===== src/rtl/key_debouncer_multi.sv =====
// Multi-channel key debouncer: 2-flop synchroniser, glitch filter,
// press/release strobes and optional auto-repeat per channel.
// Ports: clk_i, srst_n_i (sync, active-low), key_i[CHANNELS] raw keys,
//   key_state_o debounced level, key_pressed_stb_o / key_released_stb_o /
//   key_repeat_stb_o one-cycle strobes, any_pressed_stb_o OR of presses.
module key_debouncer_multi #(
  parameter int CHANNELS          = 4,
  parameter int CLK_FREQ_MHZ      = 10,
  parameter int GLITCH_TIME_NS    = 500,
  parameter int KEY_ACTIVE_LOW    = 0,
  parameter int REPEAT_EN         = 0,
  parameter int REPEAT_DELAY_CYC  = 20,
  parameter int REPEAT_PERIOD_CYC = 8
) (
  input  logic                clk_i,
  input  logic                srst_n_i,
  input  logic [CHANNELS-1:0] key_i,
  output logic [CHANNELS-1:0] key_state_o,
  output logic [CHANNELS-1:0] key_pressed_stb_o,
  output logic [CHANNELS-1:0] key_released_stb_o,
  output logic [CHANNELS-1:0] key_repeat_stb_o,
  output logic                any_pressed_stb_o
);

  localparam int GRAW =
    CLK_FREQ_MHZ * GLITCH_TIME_NS / 1000;
  localparam int GLITCH_CYC = (GRAW < 1) ? 1 : GRAW;
  localparam int CW = $clog2(GLITCH_CYC + 1);
  localparam int RMAX =
    (REPEAT_DELAY_CYC > REPEAT_PERIOD_CYC) ?
    REPEAT_DELAY_CYC : REPEAT_PERIOD_CYC;
  localparam int RW = $clog2(RMAX + 1);
  localparam logic KAL = (KEY_ACTIVE_LOW != 0);

  typedef enum logic [1:0] {
    IDLE,
    DELAY,
    REPEAT
  } rep_state_t;

  logic [CHANNELS-1:0] w_press_nxt;
  logic [CHANNELS-1:0] w_rel_nxt;
  logic                r_any;

  for (genvar c = 0; c < CHANNELS; c++) begin : g_ch
    logic [1:0]    r_sync;
    logic          r_state;
    logic          r_press;
    logic          r_rel;
    logic [CW-1:0] r_cnt;
    logic          w_p;
    logic          w_acc;

    assign w_p   = r_sync[1] ^ KAL;
    assign w_acc = (w_p != r_state) &&
                   (r_cnt == CW'(GLITCH_CYC - 1));
    assign w_press_nxt[c] = w_acc & w_p;
    assign w_rel_nxt[c]   = w_acc & ~w_p;

    always_ff @(posedge clk_i) begin
      if (!srst_n_i) begin
        r_sync  <= {2{KAL}};
        r_state <= 1'b0;
        r_cnt   <= '0;
        r_press <= 1'b0;
        r_rel   <= 1'b0;
      end else begin
        r_sync  <= {r_sync[0], key_i[c]};
        r_press <= w_press_nxt[c];
        r_rel   <= w_rel_nxt[c];
        // any return to the old level restarts the count
        if (w_p == r_state) begin
          r_cnt <= '0;
        end else if (w_acc) begin
          r_state <= w_p;
          r_cnt   <= '0;
        end else begin
          r_cnt <= r_cnt + 1'b1;
        end
      end
    end

    assign key_state_o[c]        = r_state;
    assign key_pressed_stb_o[c]  = r_press;
    assign key_released_stb_o[c] = r_rel;

    if (REPEAT_EN != 0) begin : g_rep
      rep_state_t    r_rst;
      logic [RW-1:0] r_rcnt;
      logic          r_rep;

      always_ff @(posedge clk_i) begin
        if (!srst_n_i) begin
          r_rst  <= IDLE;
          r_rcnt <= '0;
          r_rep  <= 1'b0;
        end else begin
          r_rep <= 1'b0;
          // release wins over a repeat tick on the same edge
          if (w_rel_nxt[c]) begin
            r_rst  <= IDLE;
            r_rcnt <= '0;
          end else begin
            case (r_rst)
              IDLE: begin
                if (w_press_nxt[c]) begin
                  r_rst  <= DELAY;
                  r_rcnt <= '0;
                end
              end
              DELAY: begin
                if (r_rcnt == RW'(REPEAT_DELAY_CYC - 1)) begin
                  r_rep  <= 1'b1;
                  r_rcnt <= '0;
                  r_rst  <= REPEAT;
                end else begin
                  r_rcnt <= r_rcnt + 1'b1;
                end
              end
              REPEAT: begin
                if (r_rcnt == RW'(REPEAT_PERIOD_CYC - 1)) begin
                  r_rep  <= 1'b1;
                  r_rcnt <= '0;
                end else begin
                  r_rcnt <= r_rcnt + 1'b1;
                end
              end
              default: begin
                r_rst  <= IDLE;
                r_rcnt <= '0;
              end
            endcase
          end
        end
      end

      assign key_repeat_stb_o[c] = r_rep;
    end else begin : g_norep
      assign key_repeat_stb_o[c] = 1'b0;
    end
  end

  always_ff @(posedge clk_i) begin
    if (!srst_n_i) begin
      r_any <= 1'b0;
    end else begin
      r_any <= |w_press_nxt;
    end
  end

  assign any_pressed_stb_o = r_any;

endmodule


===== config.mk =====
export PLATFORM = sky130hd
export DESIGN_NAME = key_debouncer_multi
export DESIGN_NICKNAME = d
export VERILOG_FILES = /design/src/rtl/key_debouncer_multi.sv
export SDC_FILE = /design/constraint.sdc
export NUM_CORES = 1
export LEC_CHECK = 0
export BUFFER_PORTS_ARGS = -buffer_cell sky130_fd_sc_hd__buf_4
export CELL_PAD_IN_SITES_DETAIL_PLACEMENT = 0
export CELL_PAD_IN_SITES_GLOBAL_PLACEMENT = 1
export CORE_MARGIN = 2
export CORE_UTILIZATION = 45
export DETAILED_ROUTE_END_ITERATION = 8
export HOLD_SLACK_MARGIN = 0.06
export PLACE_DENSITY_LB_ADDON = 0.1
export SLEW_MARGIN = 0
export SYNTH_ARGS = -nofsm -noshare
export SYNTH_HDL_FRONTEND = slang
export SYNTH_SLANG_ARGS = --single-unit

===== constraint.sdc =====
create_clock -name clk_i -period 3 [get_ports clk_i]
set_input_delay 0.45 -clock clk_i [delete_from_list [all_inputs] [get_ports clk_i]]
set_output_delay 0.45 -clock clk_i [all_outputs]
set_load 0.03 [all_outputs]

==> summary.md <==
| Metric | Value |
|---|---|
| Hold wc startpoint | key_i[0] |
| Largest area contributor in the netlist | dfxtp_1 |
| CP arrival | roughly 0.94 ns |
| Gr ovfl total | 0 |
| Leakage | slightly below 0.6 nW |
| Worst Reg-to-Reg Cells | 4 |
| Status | finished, final reports clean |
| Number of diodes | 0 |
| TritonCTS clock tree | built |
| Placer Congestion | 0.735 |
| Initial antenna violation count | 0 |
| Fraction of the cycle the final worst path needs | 0.463 |
| First drt pass iteration count | 4 |
| Post-synth top flop | dfxtp_1 |
| RSZ-0062 raised after global routing | no |
| CP Buf/Inv Count | 1 |
| First-pass GRT wire length | about 3700 um |
| Post-synth cell types | 24 |
| Crit-path cells | buf_4 |
| Root Driver | clkbuf_4 |
| Die W | between 50 and 60 um |
| Fraction of layout cells with a size suffix above 1 | 0.236 |
| Ys async rst share | 0 |
| Layout Area Growth over Synthesis | 8.08% |
| Fin util | 0.502 |
| Initial Util | 0.464 |
| Reg2reg end | g_ch[3].r_cnt[2] |
| Worst-path clk slew | 0.10 ns |
| Min cycle time layout | ~1.4 ns |
| Top cell type's share of synthesized area | 0.474 |
| Skew-Pair Late Insertion Delay | between 0.3 and 0.4 ns |
| Hold Crit Class | input port to flop |
| FP Rows | 20 |
| Data required, critical path | about 2.6 ns |
| Total power | 0.726 mW |
| Routed WL | roughly 2000 um |
| CTS buffer count | 5 |
| Critical R2R Launch | g_ch[3].r_cnt[0] |
| Yosys synthesis warning count | 0 |
| Clock skew | ~0.011 ns |
| Final Hold Viols | 0 |
| Number of flops mapped to enable cells by yosys | 0 |
| Worst hold endpoint | g_ch[0].r_sync[0] |
| Max Clk Rate | 0.721 GHz |
| Die height | around 60 um |
| Post-synth top cells | 33 x dfxtp_1, 16 x buf_4 |
| Post-CTS Hold Buffers | 0 |
| Setup Viol. Count Final | 0 |
| WHS Path Cells | 2 |
| Post-detail-place hpwl | ~1500 um |
| Initial DRC count | 28 |
| Post-CTS Setup Bufs | 0 |
| PD cells | 482 nW/um^2 |
| Setup WS pre-CTS | 1.72 ns |
| Core Area | approximately 3000 um^2 |
| Max clock buf depth | 2 |
| Via density | between 4 and 5 |
| Fin cells | ~180 |
| R2r setup slk | roughly 1.7 ns |
| Vias | between 800 and 900 |
| Post-route setup slack | around 1.6 ns |
| Drt wl/cell | about 12 um |
| Pins Over Slew Limit | 0 |
| Max stage delay on crit path | approximately 0.42 ns |
| Post-Syn Area | approximately 1400 um^2 |
| Die Footprint | roughly 3600 um^2 |
| Input/output buffers | 18 |
| Placed Instances | 170 |
| Syn Area/Cell | about 10 um^2 |
| Fin nets | about 160 |
| Post_cts resized | 0 |
| Most common cell in the netlist | dfxtp_1 |
| # IOs | 23 |
| Top cells by area, synth | dfxtp_1 47%, buf_4 8.6%, ha_1 7.2% |
| Top Family by Delay on Critical Path | flip-flops |
| Synth Register Bits | 33 |
| Number of global-route vias before repair | approximately 860 |
| Setup CP Type | flop to primary output |
| Max-cap violations | 0 |
| Mapped Cells | 134 |
| Routed Antenna Nets | 0 |
| DR DRC count | 0 |
| Setup_tns | 0 ns |
| H-tree Lvls | 2 |
| Crit-path slowest cell | dfxtp_1 |
| CP Max Fanout | 5 |
| Startpoint Class | flop |
| Worst vdd ir | between 0.2 and 0.3 mV |
| Clock sinks | 33 |
| Pin count of the biggest net entering global routing | 18 |
| Seq/Total Area, Yosys | 0.474 |
| CP Capture Type | primary output |
| Overall global routing resource usage | 0.145 |
## cell type report
type	instances	area, um^2
inverters	9	33.8
multi-input cells	77	581
clock buffers	7	55.1
well taps	33	41.3
repair buffers	18	135
flip-flops and latches	33	661
fillers	308	1500
## state kept, by name, indices dropped and copies added, names as in the netlist
signal             cells
g_ch.r_press           4
g_ch.r_sync            8
g_ch.r_cnt            12
g_ch.r_state           4
any_pressed_stb_o      1
g_ch.r_rel             4
## logic make-up after synthesis
group                    Yosys count  synth area share
buffers and inverters             27             0.118
flip-flops                        33             0.474
XOR/XNOR                           4            0.0251
AO/OA/AOI/OAI                     13            0.0853
adder cells (fa/ha/maj)            8            0.0718
AND/OR/NAND/NOR                   48             0.224
other                              1           0.00269
## power breakdown
part / internal [mW] / switching [mW]
combinational: 0.0109 / 0.0203
sequential: 0.444 / 0.00442
clock: 0.111 / 0.135
total: 0.566 / 0.160
## cell usage in the layout, fill, tap and decap left out, types with 5 or more instances in the layout
master,count
nand2_1,8
and2_1,8
inv_1,8
buf_4,18
dfxtp_1,33
ha_1,8
clkbuf_4,5
## worst max-delay path by stage
stage,from,endpoint,slack [ns],depth (start not counted)
after global placement,g_ch[3].r_cnt[0],g_ch[3].r_cnt[2],1.76,4
after CTS,g_ch[2].r_state,key_state_o[2],1.59,1
final,g_ch[3].r_state,key_state_o[3],1.61,1
after floorplan,g_ch[3].r_cnt[0],g_ch[3].r_cnt[2],1.78,4
after detailed placement,g_ch[3].r_cnt[0],g_ch[3].r_cnt[2],1.72,4
after global routing,g_ch[2].r_state,key_state_o[2],1.53,1
## metrics by stage
step / area, um^2 / hold slack, ns
after floorplan: 1410 / 0.412
after global placement: 1450 / 0.415
after detailed placement: 1450 / 0.423
after CTS: 1510 / 0.302
after global routing: 1510 / 0.309
final: 1510 / 0.326
## metal layers
layer  share of wire  wire length [um]  track usage  vias to the layer above
met5               0                 0            0                        -
met4           0.023                48       0.0794                        0
met3           0.065               134       0.0671                        6
met2            0.44               912        0.220                       23
met1            0.47               964        0.168                      400
li1                -                 -            -                      452
Power figures use the tool's default switching activity.
